## src/rtl/act_lut_loader.sv

```systemverilog
// Activation LUT writer: assembles multi-beat {a_coef,b_coef} entries from a host
// valid/ready stream and issues one single-cycle write per entry into one table.
module act_lut_loader #(
  parameter int unsigned ACT_LUT_DEPTH = 4,
  parameter int unsigned ACT_MASK_SIZE = 4,
  parameter int unsigned ACT_LUT_SIZE  = 24,
  parameter int unsigned BUS_WIDTH     = 16
) (
  input  logic                                   clk,
  input  logic                                   rst_n,
  input  logic                                   start,
  input  logic [ACT_MASK_SIZE-1:0]               table_sel,
  input  logic                                   abort,
  input  logic                                   in_valid,
  output logic                                   in_ready,
  input  logic [BUS_WIDTH-1:0]                   in_data,
  output logic                                   busy,
  output logic                                   done,
  output logic [ACT_LUT_DEPTH:0]                 entries_written,
  output logic                                   write_enable,
  output logic [ACT_MASK_SIZE+ACT_LUT_DEPTH-1:0] write_addr,
  output logic [ACT_LUT_SIZE-1:0]                write_data
);

  localparam int unsigned BEATS  = (ACT_LUT_SIZE + BUS_WIDTH - 1) / BUS_WIDTH;
  localparam int unsigned ASM_W  = BEATS * BUS_WIDTH;
  localparam int unsigned BCNT_W = (BEATS > 1) ? $clog2(BEATS) : 1;
  localparam int unsigned ADDR_W = ACT_MASK_SIZE + ACT_LUT_DEPTH;
  localparam int unsigned CNT_W  = ACT_LUT_DEPTH + 1;
  localparam logic [ACT_LUT_DEPTH-1:0] IDX_LAST = '1;
  // Flipping the index MSB maps ascending signed x onto the two's-complement bucket address
  localparam logic [ACT_LUT_DEPTH-1:0] IDX_FLIP = ACT_LUT_DEPTH'(1) << (ACT_LUT_DEPTH - 1);

  typedef enum logic [1:0] {S_IDLE, S_LOAD, S_WRITE, S_DONE} state_e;

  state_e                     state_q, state_d;
  logic [ACT_MASK_SIZE-1:0]   table_q, table_d;
  logic [ACT_LUT_DEPTH-1:0]   index_q, index_d;
  logic [BCNT_W-1:0]          beat_q, beat_d;
  logic [ASM_W-1:0]           asm_q, asm_d;
  logic [CNT_W-1:0]           cnt_q, cnt_d;
  logic [ADDR_W-1:0]          waddr_q, waddr_d;
  logic [ACT_LUT_SIZE-1:0]    wdata_q, wdata_d;
  logic                       in_ready_q, in_ready_d;
  logic                       busy_q, busy_d;
  logic                       done_q, done_d;
  logic                       we_q, we_d;

  // Next-state, datapath and registered-output decode
  always_comb begin
    state_d = state_q;
    table_d = table_q;
    index_d = index_q;
    beat_d  = beat_q;
    asm_d   = asm_q;
    cnt_d   = cnt_q;
    waddr_d = waddr_q;
    wdata_d = wdata_q;

    case (state_q)
      S_IDLE: begin
        if (start) begin
          table_d = table_sel;
          index_d = '0;
          beat_d  = '0;
          cnt_d   = '0;
          asm_d   = '0;
          state_d = S_LOAD;
        end
      end
      S_LOAD: begin
        if (in_valid && in_ready_q) begin
          for (int unsigned k = 0; k < BEATS; k++) begin
            if (beat_q == BCNT_W'(k)) asm_d[k*BUS_WIDTH +: BUS_WIDTH] = in_data;
          end
          if (beat_q == BCNT_W'(BEATS - 1)) begin
            beat_d  = '0;
            wdata_d = asm_d[ACT_LUT_SIZE-1:0];
            waddr_d = {table_q, index_q ^ IDX_FLIP};
            cnt_d   = cnt_q + CNT_W'(1);
            state_d = S_WRITE;
          end else begin
            beat_d = beat_q + BCNT_W'(1);
          end
        end
      end
      S_WRITE: begin
        if (index_q == IDX_LAST) begin
          state_d = S_DONE;
        end else begin
          index_d = index_q + ACT_LUT_DEPTH'(1);
          state_d = S_LOAD;
        end
      end
      S_DONE:  state_d = S_IDLE;
      default: state_d = S_IDLE;
    endcase

    // Abort overrides everything; only writes already issued stay counted
    if (abort) begin
      state_d = S_IDLE;
      table_d = table_q;
      index_d = index_q;
      beat_d  = '0;
      asm_d   = asm_q;
      cnt_d   = cnt_q;
      waddr_d = waddr_q;
      wdata_d = wdata_q;
    end

    in_ready_d = (state_d == S_LOAD);
    busy_d     = (state_d == S_LOAD) || (state_d == S_WRITE);
    done_d     = (state_d == S_DONE);
    we_d       = (state_d == S_WRITE);
  end

  always_ff @(posedge clk or negedge rst_n) begin
    if (!rst_n) begin
      state_q    <= S_IDLE;
      table_q    <= '0;
      index_q    <= '0;
      beat_q     <= '0;
      asm_q      <= '0;
      cnt_q      <= '0;
      waddr_q    <= '0;
      wdata_q    <= '0;
      in_ready_q <= 1'b0;
      busy_q     <= 1'b0;
      done_q     <= 1'b0;
      we_q       <= 1'b0;
    end else begin
      state_q    <= state_d;
      table_q    <= table_d;
      index_q    <= index_d;
      beat_q     <= beat_d;
      asm_q      <= asm_d;
      cnt_q      <= cnt_d;
      waddr_q    <= waddr_d;
      wdata_q    <= wdata_d;
      in_ready_q <= in_ready_d;
      busy_q     <= busy_d;
      done_q     <= done_d;
      we_q       <= we_d;
    end
  end

  assign in_ready        = in_ready_q;
  assign busy            = busy_q;
  assign done            = done_q;
  assign entries_written = cnt_q;
  assign write_enable    = we_q;
  assign write_addr      = waddr_q;
  assign write_data      = wdata_q;

endmodule
```

## config.mk

```make
export PLATFORM = sky130hd
export DESIGN_NAME = act_lut_loader
export DESIGN_NICKNAME = d
export VERILOG_FILES = /design/src/rtl/act_lut_loader.sv
export SDC_FILE = /design/constraint.sdc
export NUM_CORES = 1
export LEC_CHECK = 0
export BUFFER_PORTS_ARGS = -buffer_cell sky130_fd_sc_hd__buf_4
export CAP_MARGIN = 20
export CORE_MARGIN = 1
export CORE_UTILIZATION = 30
export DETAILED_ROUTE_END_ITERATION = 12
export HOLD_SLACK_MARGIN = 0.12
export PLACE_DENSITY = 0.48
export SLEW_MARGIN = 20
export SYNTH_ARGS = -nofsm -noshare
export SYNTH_HDL_FRONTEND = slang
export SYNTH_SLANG_ARGS = --single-unit
```

## constraint.sdc

```tcl
create_clock -name clk -period 4.1 [get_ports clk]
set_input_delay 0.205 -clock clk [delete_from_list [all_inputs] [get_ports clk]]
set_output_delay 0.205 -clock clk [all_outputs]
set_load 0.03 [all_outputs]
```

# [Word level (Yosys, flattened, before mapping)]
# Index checks and enable logic that the tools add are counted.
[totals] input_bits=25 wordCells=65 ff_bits=76
[classes] n_reduce_logical=12 addsub=3 n_eq_ne=13 muxes=23 n_bitwise=2
[op_table] op="$mux W24" n=2
[op_table] op="$pmux W24 S2" n=1
[op_table] op="$mux W16" n=1
[op_table] op="$mux W5" n=3
[op_table] op="$reduce_and A4 Y1" n=3
[op_table] op="$mux W2" n=5
[op_table] op="$pmux W5 S2" n=1
[op_table] op="$eq A2 B2 Y1 const B" n=4
[op_table] op="$mux W4" n=2
[op_table] op="$mux W8" n=1
[op_table] op="$ne A2 B2 Y1 const B" n=4
[op_table] op="$pmux W2 S4" n=1
[op_table] op="$pmux W4 S2" n=1
[op_table] op="$ne A3 B3 Y1 const B" n=2
[op_table] op="$reduce_and A3 Y1" n=2
[op_table] op="$add A5 B1 Y5 const B" n=1
[op_table] op="$reduce_and A5 Y1" n=1
[op_table] op="$add A4 B1 Y4 const B" n=1
[op_table] op="$eq A2 B1 Y1 const B" n=2
[op_table] op="$eq A4 B4 Y1 const B" n=1
[op_table] op="$mux W1" n=4
[op_table] op="$reduce_bool A2 Y1" n=2
[op_table] op="$reduce_bool A3 Y1" n=1
[op_table] op="$logic_not A2 Y1" n=1
[op_table] op="other kinds (5)" n=6

# [Longest topological paths before layout]
[logic_depth] depth_word=6 depth_mapped=9 depth_no_buf=5

# [Least setup slack after synthesis]
# No wires, ideal clock.
[synth_path] kind="register to register" from="register in_ready_q (netlist: in_ready)" to="register busy_q (netlist: busy)" required_ps=3987 n_path_buf=2 stages_incl_launch_ff=8 setup_time_ps=113 setup_slack_ps=2326 arrival_ps=1661 path_cell_list="dfrtp_1 > and3b_1 > and3_4 > buf_6 > buf_4 > a21o_1 > ha_1 > inv_1"
[synth_via] elab_chain_len=6
[synth_rtl] element="start, declared" line_no="44" source="logic in_ready_q, in_ready_d;"
[synth_rtl] element="start signal, assigned" line_no="140" source="in_ready_q <= in_ready_d;"
[synth_rtl] element="$logic_and A1 B1 Y1 *" line_no="72" source="if (in_valid && in_ready_q) begin"
[synth_rtl] element="$mux W2 *" line_no="72"
[synth_rtl] element="$pmux W2 S4 *" line_no="60" source="case (state_q)"
[synth_rtl] element="$mux W2 *" line_no="100" source="if (abort) begin"
[synth_rtl] element="net state_d[1]" line_no="36" source="state_e state_q, state_d;"
[synth_rtl] element="$eq A2 B1 Y1 or $eq A2 B2 Y1 (tied branches)" line_no="112" source="busy_d = (state_d == S_LOAD) || (state_d == S_WRITE);"
[synth_rtl] element="$logic_or A1 B1 Y1 *" line_no="112"
[synth_rtl] element="net busy_d" line_no="45" source="logic busy_q, busy_d;"
[synth_rtl] element="end signal, assigned" line_no="141" source="busy_q <= busy_d;"
[synth_rtl] element="end, declared" line_no="45"
# Mark *: on every way through the listed nets, which the timed path passes. The rest lies on a longest branch.
# A chain may end at the register's enable or synchronous reset.

# [Final worst setup path]
[layout_path] from="register state_q[1]" to="register busy_q (netlist: busy)"
[layout_via] elab_chain_len=6
[layout_rtl] element="start, declared" line_no="36"
[layout_rtl] element="start signal, assigned" line_no="132" source="state_q <= state_d;"
[layout_rtl] element="$mux W2" line_no="76" source="if (beat_q == BCNT_W'(BEATS - 1)) begin"
[layout_rtl] element="$mux W2" line_no="72"
[layout_rtl] element="$pmux W2 S4 *" line_no="60"
[layout_rtl] element="$mux W2 *" line_no="100"
[layout_rtl] element="net state_d[1]" line_no="36"
[layout_rtl] element="$eq A2 B1 Y1 or $eq A2 B2 Y1 (tied branches)" line_no="112"
[layout_rtl] element="$logic_or A1 B1 Y1 *" line_no="112"
[layout_rtl] element="net busy_d" line_no="45"
# Marked as above.

==> metrics.cfg <==
[pwr]
internal_power_mw=1.17
ir_worst_vdd_mv=0.249
clock_power_share_pct=45.5
comb_power_share_pct=7.7
total_power_mw=1.50
power_leakage_nw=1.96
powerDensity_mw_per_mm2=381
swShare_pct=22.1
power_frac_seq_pct=46.9
power.switching_uw=333

[timing]
post-route-period-util_pct=55.2
drv_slew=0
relSlewSlack_pct=41.6
tns_ns=0
skew_ns=0.00533
worst_pin_slew_ns=0.876
post-route-min-period_ns=2.26
finalSetupViolations=0
rsz0062_at_grt=no
hold_viol=0
fmax_ghz=0.442
setup_ws_ns=1.84

[floorplan]
num_rows=35
core-area_mm2=0.00937
start_util_pct=31.5
ios=66
die_w_um=101
die_h_um=101
die_area_mm2=0.0102

[clocking]
cts_resized=0
post-cts-setup-buffers=0
cts_tree=yes
numCtsBuffers=9
clock-sinks=68
htreeDepth=3
worstSkewPairLatency_ns=0.34
path_clk_slew_ns=0.07
clock_tree.buffer_depth=2
cts_root_buffer=clkbuf_8

[cells_and_area]
num-fill-cells=903
synthToLayoutAreaGrowth_pct=34.0
drive_gt1_share_pct=42.6
finalNetCount=314
fin_area_mm2=0.00395
num_antenna_cells=0

[synthesis]
yosys.area.top_type_share_pct=57.7
synth_fp_nets=228
synth_area_leaders=dfrtp_1 (58%), mux2_4 (14%), a22o_1 (5.3%)
yosys.area_share.simple_pct=6.07
synth_cell_types=42
synth_compound_area_share_pct=11.0
ys_seq_area_share_pct=57.7
synth_top_cell_by_area=dfrtp_1
ys_async_sr_fraction_pct=100
synth_top_family_by_area=multiplexers
syn_area_per_cell_um2=14.9
yosysWarnings=0
synth_common_cells=dfrtp_1 (68), mux2_4 (28), a22o_1 (18)
synth-seq-cells=68
syn_inst=198
synth_xor_area_share_pct=0
synth_fa_ha_area_share_pct=2.12
synth-edff-count=0
muxShareOfSynthArea_pct=18.4
syn_area_mm2=0.00295
synthFlopType=dfrtp_1
synth.most_common_cell=dfrtp_1

[min_path]
hp-class=in -> reg

[worst_setup_path]
critPathKind=reg -> reg
crit_slowest_cell=and3_4
cpPeakStageDelay_ns=0.72
path_cells=nor2b_1 -> and3_4 -> a21o_1 -> ha_1 -> inv_1
path_buf_inv=1
startpoint_type=flop
worstPathRequired_ns=4.38
endpoint_kind=flop
cp_max_fo=35
path_delay_family=simple AND/OR/NAND/NOR gates
cp.arrival_ns=2.55

[flow_run]
max-cap-violations=0

[global_route]
grt_remaining_overflow=0
grt.busiest_layer=met1
grt_antenna_before_repair=0
gr-usage-met1_pct=18.2
first_global_vias=1840
grt_pass1_wl_um=9740
grt.met2_usage_pct=17.9
grt_usage_pct=12.7
grt_max_degree=69
grtUsageMet3_pct=3.61

[placed_design]
hpwl_um=3690
pre_cts_slack_ns=1.82
placed_area_mm2=0.00348
port_buffers=65
gp_congestion=0.728

[route]
drc=0
avgViaCountPerCell=4.48
first_iter_violations=59
wl_per_cell_um=14.5
postRouteAntennaNets=0
wl_um=6070
firstDrtPassIters=4
vias=1874

[run_status]
outcome=finished, final reports clean

## flip-flops by register name (all words and copies together) (netlist names)
signal / cells
asm_q: 16
beat_q: 1
busy: 1
done: 1
entries_written: 5
in_ready: 1
index_q: 4
state_q: 2
table_q: 4
write_addr: 8
write_data: 24
write_enable: 1
## path summary, 6_finish.rpt
path                                                start  slack, ns                             end  cells past startpoint
hold / removal                                      start       0.19          index_q[2]$_DFFE_PN0P_                      3
setup / recovery                     state_q[1]$_DFF_PN0_       1.84                  busy$_DFF_PN0_                      5
setup reg to reg                     state_q[1]$_DFF_PN0_       1.84                  busy$_DFF_PN0_                      5
hold reg to reg            entries_written[4]$_DFFE_PN0P_       0.50  entries_written[4]$_DFFE_PN0P_                      1
max in group asynchronous                           rst_n       2.99              in_ready$_DFF_PN0_                      2
min in group asynchronous                           rst_n       0.51  entries_written[3]$_DFFE_PN0P_                      2
## stage by stage
| stage | hold WS [ns] | util, % | instances |
|---|---|---|---|
| 5_1_grt | 0.202 | 42.2 | 418 |
| 3_5_place_dp | 0.390 | 37.2 | 380 |
| 2_1_floorplan | -0.0906 | - | 198 |
| 6_report | 0.191 | 42.2 | 418 |
| 3_3_place_gp | 0.393 | 37.2 | 380 |
| 4_1_cts | 0.175 | 42.2 | 418 |
## kinds of logic (layout without fill, tap and decap cells)
group                      count (synthesis)  in the layout
buffers and inverters                     17            108
adders and majority gates                  5              5
muxes                                     39             39
DFF                                       68             68
AOI/OAI and AO/OA                         42             42
and+or+nand+nor                           27             27
## area by class of cell
cell class	instances	area, um2	area share, %
Multi-Input combinational cell	113	1110	28.1
Timing Repair Buffer	88	716	18.1
Tap cell	129	161	4.08
Sequential cell	68	1700	43.1
Clock inverter	6	111	2.82
Clock buffer	10	138	3.48
Inverter	4	15.0	0.380
## tightest hold or removal path, stage by stage
cell      delay (ns)
buf_4           0.11
a21bo_2         0.11
a221oi_1        0.06
## power groups by stage
stage          clock [mW]  sequential (mW)  combinational, mW
3_5_place_dp            0            0.718              0.101
5_1_grt             0.733            0.708              0.127
4_1_cts             0.710            0.705              0.118
3_3_place_gp            0            0.718              0.100
6_report            0.683            0.705              0.115
2_1_floorplan           0            0.722             0.0472
## per-layer routing
| layer | wire [um] | vias to the layer above | part of all wire [%] |
|---|---|---|---|
| li1 | - | 900 | - |
| met5 | 0 | - | 0 |
| met3 | 274 | 11 | 4.5 |
| met4 | 109 | 0 | 1.8 |
| met1 | 3050 | 909 | 50 |
| met2 | 2630 | 54 | 43 |
## cells in the final DEF (no fill, tap or decap), types with 2 or more instances in the layout
master and n:
a21o_1 2, a21oi_1 4, a22o_1 18, a31oi_1 5
and3_1 3, and4_1 3, buf_4 66, bufinv_16 3
clkbuf_8 10, dfrtp_1 68, dlygate4sd3_1 22, ha_1 5
inv_1 4, mux2_2 9, mux2_4 28, mux2i_1 2
nand2_1 4, nand2b_1 2, nand3_1 2, nor2_1 3
nor2b_1 2, o21ai_0 2
## what timing repair did
action                                  CTS  global route
hold endpoints to repair                 97             0
hold buffers                             22             0
endpoints found under the setup margin    0             0
(Power assumes the default switching activity.)
